$ cat src/rtl/haz_resolver_pl_pkg.sv
// rtl/haz_resolver_pl_pkg.sv - shared types and helpers for the hazard resolver
//
// Purpose : FSM state enum, front-end stall mask and counter-width helper
//           used by haz_resolver_pl and haz_lat_counter.
// Ports   : none (package).
package haz_pkg;

  typedef enum logic [2:0] {
    IDLE       = 3'd0,
    CTRL_WAIT  = 3'd1,
    LOAD_STALL = 3'd2,
    STR_STALL  = 3'd3,
    FLUSH      = 3'd4
  } haz_state_t;

  // Stages IF and ID are held for data and structural hazards.
  localparam logic [1:0] HAZ_STALL_FE = 2'b11;

  // Wide enough to hold the largest load value and the watchdog saturation point.
  function automatic int haz_cnt_w(input int load_lat, input int flush_cyc, input int tmo_cyc);
    int m;
    m = load_lat;
    if (flush_cyc > m) m = flush_cyc;
    if (tmo_cyc > m) m = tmo_cyc;
    return $clog2(m + 1);
  endfunction

endpackage

$ cat src/rtl/haz_lat_counter.sv
// rtl/haz_lat_counter.sv - shared load/decrement/up-count latency counter
//
// Purpose : one counter reused by every timed state of the hazard resolver.
//           Load has priority, decrement saturates at 0, up-count saturates
//           at LIMIT.
// Ports   : clk, rst_n      clock, synchronous active-low reset
//           i_load/i_load_val  load a new value (state entry)
//           i_dec          count down toward 0
//           i_inc          count up toward LIMIT
//           o_zero         counter is 0
//           o_lim          counter is LIMIT-1 (watchdog expiry)
module haz_lat_counter #(
  parameter int W     = 5,
  parameter int LIMIT = 16
) (
  input  logic         clk,
  input  logic         rst_n,
  input  logic         i_load,
  input  logic [W-1:0] i_load_val,
  input  logic         i_dec,
  input  logic         i_inc,
  output logic         o_zero,
  output logic         o_lim
);

  localparam logic [W-1:0] ONE    = W'(1);
  localparam logic [W-1:0] LIM    = W'(LIMIT);
  localparam logic [W-1:0] LIM_M1 = W'(LIMIT - 1);

  logic [W-1:0] r_cnt;

  always_ff @(posedge clk) begin
    if (!rst_n) begin
      r_cnt <= '0;
    end else if (i_load) begin
      r_cnt <= i_load_val;
    end else if (i_dec && (r_cnt != '0)) begin
      r_cnt <= r_cnt - ONE;
    end else if (i_inc && (r_cnt != LIM)) begin
      r_cnt <= r_cnt + ONE;
    end
  end

  assign o_zero = (r_cnt == '0);
  assign o_lim  = (r_cnt == LIM_M1);

endmodule

$ cat src/rtl/haz_resolver_pl.sv
// rtl/haz_resolver_pl.sv - issue-stage pipeline hazard resolver
//
// Purpose : classifies control, load-use and structural hazards, holds each
//           for its configured time and drives per-stage stall/flush vectors,
//           PC freeze and a sticky watchdog error.
// Ports   : clk, rst_n            clock, synchronous active-low reset
//           data_haz, fwd_ok      load-use dependency / forwarding covers it
//           str_haz               structural conflict
//           ctrl_haz              branch in flight
//           br_resolved           branch outcome valid
//           br_mispredict         outcome is wrong-path (with br_resolved)
//           pc_freeze             hold PC
//           stall_vec/flush_vec   per-stage hold / squash (NSTAGE bits)
//           do_flush              redirect/flush strobe
//           resolved              no hazard active
//           tmo_err               sticky watchdog error
//           stall_cycles, flush_events  32-bit perf counters (HAZ_PERF_CNT_EN)
// Config  : define HAZ_PERF_CNT_EN to add the performance counters.
module haz_resolver_pl
  import haz_pkg::*;
#(
  parameter int NSTAGE      = 5,
  parameter int LOAD_LAT    = 2,
  parameter int FLUSH_CYC   = 1,
  parameter int FLUSH_DEPTH = 2,
  parameter int TMO_CYC     = 16
) (
  input  logic              clk,
  input  logic              rst_n,
  input  logic              data_haz,
  input  logic              fwd_ok,
  input  logic              str_haz,
  input  logic              ctrl_haz,
  input  logic              br_resolved,
  input  logic              br_mispredict,
  output logic              pc_freeze,
  output logic [NSTAGE-1:0] stall_vec,
  output logic [NSTAGE-1:0] flush_vec,
  output logic              do_flush,
  output logic              resolved,
  output logic              tmo_err
`ifdef HAZ_PERF_CNT_EN
  ,
  output logic [31:0]       stall_cycles,
  output logic [31:0]       flush_events
`endif
);

  localparam int CW = haz_cnt_w(LOAD_LAT, FLUSH_CYC, TMO_CYC);
  localparam logic [CW-1:0] LD_INIT = CW'(LOAD_LAT - 1);
  localparam logic [CW-1:0] FL_INIT = CW'(FLUSH_CYC - 1);

  haz_state_t    r_state;
  logic          r_tmo_err;

  haz_state_t    w_nxt;
  logic          w_load;
  logic [CW-1:0] w_load_val;
  logic          w_dec;
  logic          w_inc;
  logic          w_set_tmo;
  logic          w_use_prio;
  logic          w_skip_ctrl;
  logic          w_zero;
  logic          w_lim;
  logic          w_mispred;

  assign w_mispred = br_resolved & br_mispredict;

  haz_lat_counter #(
    .W     (CW),
    .LIMIT (TMO_CYC)
  ) u_cnt (
    .clk        (clk),
    .rst_n      (rst_n),
    .i_load     (w_load),
    .i_load_val (w_load_val),
    .i_dec      (w_dec),
    .i_inc      (w_inc),
    .o_zero     (w_zero),
    .o_lim      (w_lim)
  );

  // Next state and counter control. Every state change (and the re-entry of
  // LOAD_STALL on a persisting hazard) goes through a load so each timed
  // state starts from a known count.
  always_comb begin
    w_nxt       = r_state;
    w_load      = 1'b0;
    w_load_val  = '0;
    w_dec       = 1'b0;
    w_inc       = 1'b0;
    w_set_tmo   = 1'b0;
    w_use_prio  = 1'b0;
    w_skip_ctrl = 1'b0;

    case (r_state)
      IDLE: begin
        w_use_prio = 1'b1;
      end
      CTRL_WAIT: begin
        if (w_mispred) begin
          w_nxt      = FLUSH;
          w_load     = 1'b1;
          w_load_val = FL_INIT;
        end else if (br_resolved) begin
          // The branch that raised ctrl_haz is done; a stale ctrl_haz this
          // cycle must not bounce straight back into CTRL_WAIT.
          w_use_prio  = 1'b1;
          w_skip_ctrl = 1'b1;
        end else if (w_lim) begin
          w_nxt      = FLUSH;
          w_load     = 1'b1;
          w_load_val = FL_INIT;
          w_set_tmo  = 1'b1;
        end else begin
          w_inc = 1'b1;
        end
      end
      LOAD_STALL: begin
        if (fwd_ok || !data_haz || w_zero) begin
          w_use_prio = 1'b1;
        end else begin
          w_dec = 1'b1;
        end
      end
      STR_STALL: begin
        if (w_mispred) begin
          w_nxt      = FLUSH;
          w_load     = 1'b1;
          w_load_val = FL_INIT;
        end else if (!str_haz) begin
          w_use_prio = 1'b1;
        end else if (w_lim) begin
          w_nxt     = IDLE;
          w_load    = 1'b1;
          w_set_tmo = 1'b1;
        end else begin
          w_inc = 1'b1;
        end
      end
      FLUSH: begin
        if (w_zero) begin
          w_use_prio = 1'b1;
        end else begin
          w_dec = 1'b1;
        end
      end
      default: begin
        w_nxt  = IDLE;
        w_load = 1'b1;
      end
    endcase

    if (w_use_prio) begin
      w_load = 1'b1;
      w_dec  = 1'b0;
      w_inc  = 1'b0;
      if (ctrl_haz && !w_skip_ctrl) begin
        w_nxt = CTRL_WAIT;
      end else if (data_haz && !fwd_ok) begin
        w_nxt      = LOAD_STALL;
        w_load_val = LD_INIT;
      end else if (str_haz) begin
        w_nxt = STR_STALL;
      end else begin
        w_nxt = IDLE;
      end
    end
  end

  always_ff @(posedge clk) begin
    if (!rst_n) begin
      r_state   <= IDLE;
      r_tmo_err <= 1'b0;
    end else begin
      r_state <= w_nxt;
      if (w_set_tmo) begin
        r_tmo_err <= 1'b1;
      end
    end
  end

  // Moore output decode; unknown encodings look like IDLE for their one cycle.
  always_comb begin
    resolved  = 1'b0;
    pc_freeze = 1'b0;
    do_flush  = 1'b0;
    stall_vec = '0;
    flush_vec = '0;
    case (r_state)
      IDLE: begin
        resolved = 1'b1;
      end
      CTRL_WAIT: begin
        pc_freeze    = 1'b1;
        stall_vec[0] = 1'b1;
      end
      LOAD_STALL, STR_STALL: begin
        pc_freeze      = 1'b1;
        stall_vec[1:0] = HAZ_STALL_FE;
      end
      FLUSH: begin
        pc_freeze = 1'b1;
        do_flush  = 1'b1;
        for (int i = 0; i < NSTAGE; i++) begin
          flush_vec[i] = (i < FLUSH_DEPTH);
        end
      end
      default: begin
        resolved = 1'b1;
      end
    endcase
  end

  assign tmo_err = r_tmo_err;

`ifdef HAZ_PERF_CNT_EN
  logic [31:0] r_stall_cycles;
  logic [31:0] r_flush_events;

  always_ff @(posedge clk) begin
    if (!rst_n) begin
      r_stall_cycles <= '0;
      r_flush_events <= '0;
    end else begin
      if (pc_freeze) begin
        r_stall_cycles <= r_stall_cycles + 32'd1;
      end
      if ((w_nxt == FLUSH) && (r_state != FLUSH)) begin
        r_flush_events <= r_flush_events + 32'd1;
      end
    end
  end

  assign stall_cycles = r_stall_cycles;
  assign flush_events = r_flush_events;
`endif

endmodule

$ cat config.mk
export PLATFORM = sky130hd
export DESIGN_NAME = haz_resolver_pl
export DESIGN_NICKNAME = d
export VERILOG_FILES = /design/src/rtl/haz_resolver_pl_pkg.sv /design/src/rtl/haz_lat_counter.sv /design/src/rtl/haz_resolver_pl.sv
export SDC_FILE = /design/constraint.sdc
export NUM_CORES = 1
export LEC_CHECK = 0
export ABC_AREA = 1
export BUFFER_PORTS_ARGS = -buffer_cell sky130_fd_sc_hd__buf_2
export CAP_MARGIN = 20
export CORE_MARGIN = 3
export CORE_UTILIZATION = 47
export DETAILED_ROUTE_END_ITERATION = 10
export PLACE_DENSITY_LB_ADDON = 0.12
export SLEW_MARGIN = 15
export SYNTH_ARGS = -nofsm -noshare
export SYNTH_HDL_FRONTEND = slang
export SYNTH_HIERARCHICAL = 1
export SYNTH_SLANG_ARGS = --single-unit
$ cat constraint.sdc
create_clock -name clk -period 2.2 [get_ports clk]
set_input_delay 0.11 -clock clk [delete_from_list [all_inputs] [get_ports clk]]
set_output_delay 0.11 -clock clk [all_outputs]
set_load 0.05 [all_outputs]
### Yosys cells after proc, flatten, opt, wreduce, memory -nomap -nowiden

Cells that the tools add are included.
Widths: inputs -> output; s select.

| storage, ports and cells | value |
|---|---|
| output and inout bits | 14 |
| input port bits | 8 |
| logic and storage cells | 87 |
| bits in registers | 9 |

| cells by class | value |
|---|---|
| bitwise gates (word level) | 1 |
| $add $sub $neg | 2 |
| muxes and demuxes | 52 |
| equal/unequal tests | 11 |
| reductions and logical operators | 18 |

Operators with widths:

| cell | number |
|---|---|
| $mux 1 | 32 |
| $mux 3 | 7 |
| $mux 5 | 3 |
| $pmux 3 s3 | 1 |
| $mux 2 | 4 |
| $ne 4x3->1 const B | 2 |
| $ne 4x4->1 const B | 2 |
| $eq 3x2->1 const B | 2 |
| $pmux 1 s2 | 3 |
| $reduce_or 3->1 | 2 |
| $add 5x1->5 const B | 1 |
| $eq 5x4->1 const B | 1 |
| $logic_not 5->1 | 1 |
| $ne 5x5->1 const B | 1 |
| $pmux 1 s5 | 1 |
| $reduce_and 5->1 | 1 |
| $reduce_bool 5->1 | 1 |
| $sub 5x1->5 const B | 1 |
| $logic_and 1x1->1 | 4 |
| $reduce_or 4->1 | 1 |
| $eq 3x1->1 const B | 1 |
| $eq 3x3->1 const B | 1 |
| $logic_not 1->1 | 3 |
| $logic_not 3->1 | 1 |
| 6 further kinds | 7 |

### Depth between registers and ports, before layout

Gate-level depths: netlist of run 1.

| depth | value |
|---|---|
| depth after elaboration | 10 |
| mapped depth | 18 |

### Cells and area by module

Netlist of run 1, hierarchy kept.

By module, submodules not included:

| module | area an instance (um2) | times used | cells an instance |
|---|---|---|---|
| haz_resolver_pl | 462.9 | 1 | 83 |
| haz_lat_counter | 440.4 | 1 | 61 |

### Worst setup path after synthesis of run 1

Ideal clock, no wire load.

| timing | value |
|---|---|
| path type | reg2out |
| start point | register r_state[0] |
| end point | output port pc_freeze |
| setup slack | -327 ps |
| arrival | 2417 ps |
| stages on the path, launching flop included | 6 |
| cells stage by stage | dfxtp_1 inv_1 nand2_1 nor2_2 nor3_1 inv_1 |

| on the way | value |
|---|---|
| word-level cells in the longest chain between the ends | 3 |

RTL lines:

| what | line | text |
|---|---|---|
| from (decl) | haz_resolver_pl.sv:53 | `haz_state_t r_state;` |
| from (signal assigned) | haz_resolver_pl.sv:177 | `r_state <= w_nxt;` |
| $eq 3x2->1, or another cell as far along | haz_resolver_pl.sv:191 | `case (r_state)` |
| $reduce_or 4->1 (no source line) (*) | - |  |
| $mux 1 (*) | haz_resolver_pl.sv:191 |  |
| to (decl) | haz_resolver_pl.sv:36 | `output logic pc_freeze,` |

Every way passes the cells marked *; elsewhere a longest branch is shown, timed or not.

### Worst setup path after layout of run 1

| timing | value |
|---|---|
| start point | register u_cnt.r_cnt[1] |
| end point | register u_cnt.r_cnt[2] |

| on the way | value |
|---|---|
| word-level cells in the longest chain between the ends | 8 |

RTL lines:

| what | line | text |
|---|---|---|
| from (decl) | haz_lat_counter.sv:30 | `logic [W-1:0] r_cnt;` |
| from (signal assigned) | haz_lat_counter.sv:36 | `r_cnt <= i_load_val;` |
| from (signal assigned) | haz_lat_counter.sv:38 | `r_cnt <= r_cnt - ONE;` |
| from (signal assigned) | haz_lat_counter.sv:40 | `r_cnt <= r_cnt + ONE;` |
| $logic_not 5->1 (*) | haz_lat_counter.sv:44 | `assign o_zero = (r_cnt == '0);` |
| via w_zero | haz_resolver_pl.sv:64 | `logic w_zero;` |
| $logic_or 1x1->1 | haz_resolver_pl.sv:121 | `if (fwd_ok \|\| !data_haz \|\| w_zero) begin` |
| $mux 1 | haz_resolver_pl.sv:121 |  |
| $pmux 1 s5 or $pmux 1 s2 (tied branches) | haz_resolver_pl.sv:97 | `case (r_state)` |
| $mux 1 (*) | haz_resolver_pl.sv:155 | `if (w_use_prio) begin` |
| via w_dec | haz_resolver_pl.sv:59 | `logic w_dec;` |
| $logic_and 1x1->1 (*) | haz_lat_counter.sv:37 | `end else if (i_dec && (r_cnt != '0)) begin` |
| $mux 5 | haz_lat_counter.sv:37 |  |
| $mux 5 | haz_lat_counter.sv:35 | `end else if (i_load) begin` |

Mark *: on every way through the listed nets, which the timed path passes. The rest lies on a longest branch. The select of a mux whose other input is x is not followed.
A chain may end at the register's enable or synchronous reset.

==> results of run 1 <==
-- state kept, by name (all words and copies together) (netlist names) --
register	flops
u_cnt/r_cnt	5
tmo_err	1
r_state	3
-- cells in the mapped netlist, drive strengths merged --
cell type	n	area, um2
xor2	1	8.76
fa	1	20.0
nand4	2	12.5
or2	4	25.0
ha	3	37.5
clkinv	1	5.00
a21oi	18	97.6
o21ai	4	20.0
o22ai	1	6.26
a21o	1	7.51
nand2	29	116
nor3	2	10.0
nor2	14	65.1
dfxtp	9	180
conb	1	3.75
a31oi	1	6.26
nand3	17	108
mux2i	2	20.0
inv	25	93.8
buf	8	60.1
-- area by class of cell --
type	instances	area [um2]	area share
multi-input combinational	110	666	0.524
sequential	9	190	0.150
clock buffer	4	26.3	0.0207
timing repair buffer	39	255	0.201
tap	25	31.3	0.0246
inverter	26	101	0.0798
-- per-stage QoR --
stage          hold slack, ps  power, W
2_1_floorplan             242  0.000744
3_3_place_gp              398  0.000959
3_5_place_dp              401  0.000984
4_1_cts                   120   0.00113
5_1_grt                   112   0.00129
6_report                  119   0.00120
-- worst min-delay path: stages --
cell,delay (ps)
buf_2,120
inv_1,70
a21oi_1,40
-- worst max path at each step --
stage | to
after floorplan | u_cnt/r_cnt[4]
after global placement | u_cnt/r_cnt[4]
after detailed placement | u_cnt/r_cnt[3]
after CTS | u_cnt/r_cnt[4]
after global routing | u_cnt/r_cnt[3]
final | u_cnt/r_cnt[2]
-- per-layer routing --
metal  wire length [um]  vias to the layer above  global-route usage
met2               1170                       37               0.357
met3                186                        4              0.0393
met1               1040                      436               0.271
li1                   -                      539                   -
met4                 27                        0              0.0507
met5                  0                        -                   0
-- power by group --
group	internal, W	switching (W)	total [W]
Combinational	0.000358	0.000472	0.000830
Clock	0.0000699	0.0000616	0.000131
Sequential	0.000203	0.0000309	0.000234
-- cell families (layout without fill, tap and decap cells) --
family / Yosys count / count (layout) / synth area share
other: 1 / 10 / 0.00415
buffers and inverters: 34 / 69 / 0.176
DFF: 9 / 9 / 0.199
and+or+nand+nor: 68 / 68 / 0.373
muxes: 2 / 2 / 0.0222
xor gates and xnor gates: 1 / 1 / 0.00970
AOI/OAI and AO/OA: 25 / 25 / 0.152
adders and majority gates: 4 / 4 / 0.0637
-- what timing repair did --
action | 4_1_cts | 5_1_grt
setup buffers | 1 | 4
gates cloned | 0 | 0
resized for setup | 1 | 11
pin swaps | 1 | 9
setup endpoints to repair | 2 | 4
==> impl_metrics.csv, run 1 <==
group,metric,value,unit
run_status,status,"completed",
clocking,worstSkewPairLatency,260,ps
route,vias,1016,
critical_path,slowest_delay,350,ps
logic_synthesis,ys.warnings.count,6,
route,ant_nets,0,
die,core_area,0.00176,mm2
power_and_ir_drop,ir_worst_vdd,595,uV
die,die_y,49.8,um
timing,hold_violations,0,
critical_path,crit_fanout,4,
route,via_per_inst,4.77,
critical_path,crit_arrival,2260,ps
clocking,cts_max_path_buffers,2,
critical_path,startpoint,"u_cnt/r_cnt[1]",
timing,finalSetupTns,0,ps
logic_synthesis,synthesis.area,903,um2
timing,fmax,0.475,GHz
logic_synthesis,ys_seq_area_frac,0.199,
placement,place_area,0.00118,mm2
power_and_ir_drop,power_density,941,mW/mm2
critical_path,critPathKind,"reg -> reg",
run,drv_cap,0,
die,num_io_pins,22,
route,firstDrtPassIters,4,
clocking,cts_tree,"done",
timing,fin_ws,92.7,ps
critical_path,path_buf_inv,4,
die,fp.dieW,49.8,um
critical_path,ff2ff_setup_slack,90,ps
power_and_ir_drop,p_leak,0.692,nW
timing,setup_viol,0,
final_layout,syn_to_final_growth,40.6,%
global_route,antenna_found_initial,0,
global_route,overflow,0,
critical_path,rr_startpoint,"u_cnt/r_cnt[1]",
global_route,grt_pass1_wl,4.13,mm
critical_path,crit_path_start_kind,"flip-flop",
placement,placement.io_buffers,15,
global_route,grt_pass1_vias,974,
timing,skew,9.78,ps
final_layout,final_core_util,0.720,
clocking,hold_buffers,0,
global_route,grt_usage,0.210,
critical_path,crit_chain,"nor2_2 -> nand3_2 -> inv_2 -> inv_2 -> nand2_1 -> a21oi_2 -> nand3_2 -> nor2_4 -> nand2_2 -> inv_4 -> fa_2 -> buf_4 -> xor2_1 -> mux2i_1 -> a21oi_1",
hold_path,hold-path-endpoint,"u_cnt/r_cnt[4]",
logic_synthesis,syn_avg_cell_area,6.27,um2
clocking,cts_buffers,3,
critical_path,required,2350,ps
clocking,root_buffer,"clkbuf_4",
final_layout,fillCellCount,160,
clocking,clk_transition_reported_paths,70,ps
critical_path,path_delay_family,"simple AND/OR/NAND/NOR gates",
critical_path,r2r-end,"u_cnt/r_cnt[2]",
final_layout,mostFrequentLayoutCell,"nand2_1",
placement,dp_hpwl,1.92,mm
final_layout,final_cells,213,
placement,dp_slack,12.9,ps
hold_path,whs_path_depth,3,
final_layout,layout-drive-gt1-share,0.436,
placement,gp_congestion,0.828,
critical_path,cpMaxStageDelayCell,"fa_2",
route,wl_per_cell,11.4,um
route,drc_errors,0,
clocking,cts.sinks,9,
die,initial_utilization,0.512,
timing,post-route-period-util,0.958,
logic_synthesis,ys_types,28,
die,rows,15,
hold_path,holdCritPathClass,"in -> reg",
final_layout,antennaDiodeCount,0,
hold_path,min-delay-start,"rst_n",
route,drt-total-wl,2.42,mm
logic_synthesis,synth-seq-cells,9,
die,die_area,0.00248,mm2
final_layout,postLayoutCellArea,0.00127,mm2
final_layout,fin_nets,201,
critical_path,reg2regPathDepth,15,
clocking,htree_levels,1,
critical_path,cp-end-kind,"flip-flop",
timing,slew_viol_final,0,
final_layout,layout_common_cells,"nand2_1 (25), buf_4 (24), inv_1 (18)",
route,initialDrtViolationCount,15,
timing,fin_crit,2110,ps
logic_synthesis,synth_cells,144,
placement,dp_cells,204,
critical_path,cp_num_cells,15,
global_route,grt_max_degree,10,
Note: power is estimated with default switching activity, not from simulation.
==> inputs of run 2 (changes only) <==
- CORE_UTILIZATION: 47 -> 46
- SYNTH_HIERARCHICAL: 1 -> unset
==> run 2 against run 1 <==
Against the previous run:
- count of clock-buffer cells in the layout fell by 1
- critical path depth fell by 2
- critical endpoint is now u_cnt.r_cnt[4]
- sequential power fell by 23%
- non-clock buffer count fell by 24
- clock power barely moved
- final cell count fell by 19%
- power fell by 58%
- die area fell by 3.6%
- largest cell class unchanged
- register-to-register slack improved by 60 ps
==> impl_metrics.csv, run 2 <==
group,metric,value,unit
power_and_ir_drop,power_density,538,mW/mm2
timing,setup_viol,0,
die,fp.dieW,48.9,um
final_layout,antennaDiodeCount,0,
global_route,grt_max_degree,10,
global_route,grt_pass1_vias,708,
logic_synthesis,synth_largest_area_cell,"dfxtp_1",
power_and_ir_drop,p_leak,0.521,nW
final_layout,top_register,"u_cnt.r_cnt",
clocking,htree_levels,1,
die,rows,14,
clocking,hold_buffers,0,
run,drv_cap,0,
hold_path,holdCritPathClass,"in -> reg",
timing,slew_viol_final,0,
logic_synthesis,synth_edf_count,0,
die,core_area,0.00161,mm2
run_status,status,"completed",
clocking,worstSkewPairLatency,270,ps
clocking,cts_max_path_buffers,2,
placement,placement.io_buffers,15,
global_route,grt_pass1_wl,2.96,mm
logic_synthesis,ys.warnings.count,0,
logic_synthesis,synthTopCellsByCount,"nand2_1 (35), inv_1 (18), nor2_1 (16), dfxtp_1 (9)",
final_layout,mostFrequentLayoutCell,"nand2_1",
placement,dp_hpwl,1.46,mm
die,initial_utilization,0.526,
placement,gp_congestion,0.894,
route,wl_per_cell,10.2,um
final_layout,fin_nets,162,
clocking,cts.sinks,9,
route,via_per_inst,4.73,
final_layout,fillCellCount,165,
global_route,antenna_found_initial,0,
logic_synthesis,synth_cells,134,
route,firstDrtPassIters,4,
logic_synthesis,ys_seq_area_frac,0.212,
route,drt-total-wl,1.77,mm
global_route,grt_usage,0.155,
logic_synthesis,synth_top_area_frac,0.212,
route,vias,818,
route,drc_errors,0,
clocking,root_buffer,"clkbuf_4",
critical_path,required,2360,ps
die,die_area,0.00240,mm2
placement,place_area,910,um2
critical_path,crit_fanout,7,
global_route,overflow,0,
timing,hold_violations,0,
logic_synthesis,syn_avg_cell_area,6.33,um2
logic_synthesis,synth_ff_type,"dfxtp_1",
final_layout,final_cells,173,
route,initialDrtViolationCount,25,
final_layout,layout-drive-gt1-share,0.255,
critical_path,critPathKind,"reg -> reg",
critical_path,crit_arrival,2210,ps
logic_synthesis,synthMostInstantiatedCell,"nand2_1",
critical_path,crit_path_start_kind,"flip-flop",
logic_synthesis,synthesis.area,848,um2
placement,dp_cells,169,
logic_synthesis,synth_area_leaders,"dfxtp_1 (21%), nand2_1 (15%), inv_1 (8.0%)",
final_layout,layout_common_cells,"nand2_1 (35), inv_1 (18), nor2_1 (16)",
final_layout,postLayoutCellArea,940,um2
logic_synthesis,synthArstFlopShare,0,
clocking,cts_tree,"done",
logic_synthesis,synth-seq-cells,9,
route,ant_nets,0,
timing,rsz0062_at_grt,"false",
power_and_ir_drop,ir_worst_vdd,356,uV
timing,fin_crit,2050,ps
die,die_y,48.9,um
clocking,clk_transition_reported_paths,80,ps
logic_synthesis,ys_types,26,
timing,skew,11.5,ps
timing,fmax,0.488,GHz
critical_path,cp-end-kind,"flip-flop",
clocking,cts_buffers,3,
final_layout,largest_reg_flops,5,
die,num_io_pins,22,
timing,post-route-period-util,0.931,
final_layout,syn_to_final_growth,10.8,%
timing,finalSetupTns,0,ps
## run 2: cell types whose count changed in the layout (fill, tap and decap cells not counted), sizes merged, moves of 4 or more
| cell | before | now |
|---|---|---|
| nor2 | 14 | 21 |
| nand3 | 17 | 9 |
| a21oi | 18 | 9 |
| conb | 10 | 6 |
| inv | 25 | 19 |
| nand2 | 29 | 41 |
| buf | 39 | 15 |
## run 2: area by class of cell
cell class	count	area, um2	area share
inverters	19	71.3	0.0759
clock buffers	3	22.5	0.0240
well taps	24	30.0	0.0320
clock inverters	1	5.00	0.00533
flip-flops and latches	9	183	0.194
multi-input cells	102	553	0.589
repair buffers	15	75.1	0.0799
## run 2: routing by layer
layer  vias up  global-route usage  wire length [um]
met2        28               0.231               740
met1       355               0.224               910
li1        431                   -                 -
met3         4              0.0306               107
met4         0              0.0427                12
met5         -                   0                 0
## run 2: worst paths after layout
path | from | endpoint | slack, ps | cells past startpoint
min | rst_n | tmo_err | 70 | 2
max reg2reg | u_cnt.r_cnt[0] | u_cnt.r_cnt[4] | 150 | 13
max | u_cnt.r_cnt[0] | u_cnt.r_cnt[4] | 150 | 13
min reg2reg | tmo_err | tmo_err | 470 | 1
## run 2: worst max-delay path: stages, from the launching register on
cell,delay (ps)
dfxtp_1,330
nor2_1,150
nand3_1,200
nand3_4,200
inv_2,80
ha_1,340
a21oi_1,200
nand2_1,80
nand2_1,90
nand2_1,50
nand2_1,60
nand2_1,50
nand2_1,60
a21oi_2,50
## run 2: kinds of logic (layout without fill, tap and decap cells)
kind of cell / after synthesis / in the layout / synth area share
compound gates: 13 / 13 / 0.0841
flops: 9 / 9 / 0.212
buf+inv: 28 / 38 / 0.168
simple gates: 77 / 77 / 0.442
other cells: 1 / 6 / 0.00442
fa+ha+maj: 4 / 4 / 0.0679
xor+xnor: 2 / 2 / 0.0207
## run 2: report_power, final
| part | switching [W] | internal (W) |
|---|---|---|
| registers | 0.0000106 | 0.000170 |
| logic | 0.000144 | 0.0000489 |
| clock network | 0.0000658 | 0.0000672 |
| total | 0.000220 | 0.000286 |
## run 2: stage by stage
step	utilization	hold slack (ps)	power [W]	setup WS, ps
floorplan	-	228	0.000349	155
global placement	0.564	342	0.000374	203
detailed placement	0.564	350	0.000375	114
CTS	0.582	69.9	0.000508	119
global route	0.583	82.4	0.000534	6.12
finish	0.583	69.3	0.000506	152
## run 2: timing repair
item                                   in CTS  in global routing
buffers inserted                            0                  0
resized for setup                           0                  2
endpoints found under the hold margin       0                  0
setup endpoints to repair                   0                  1
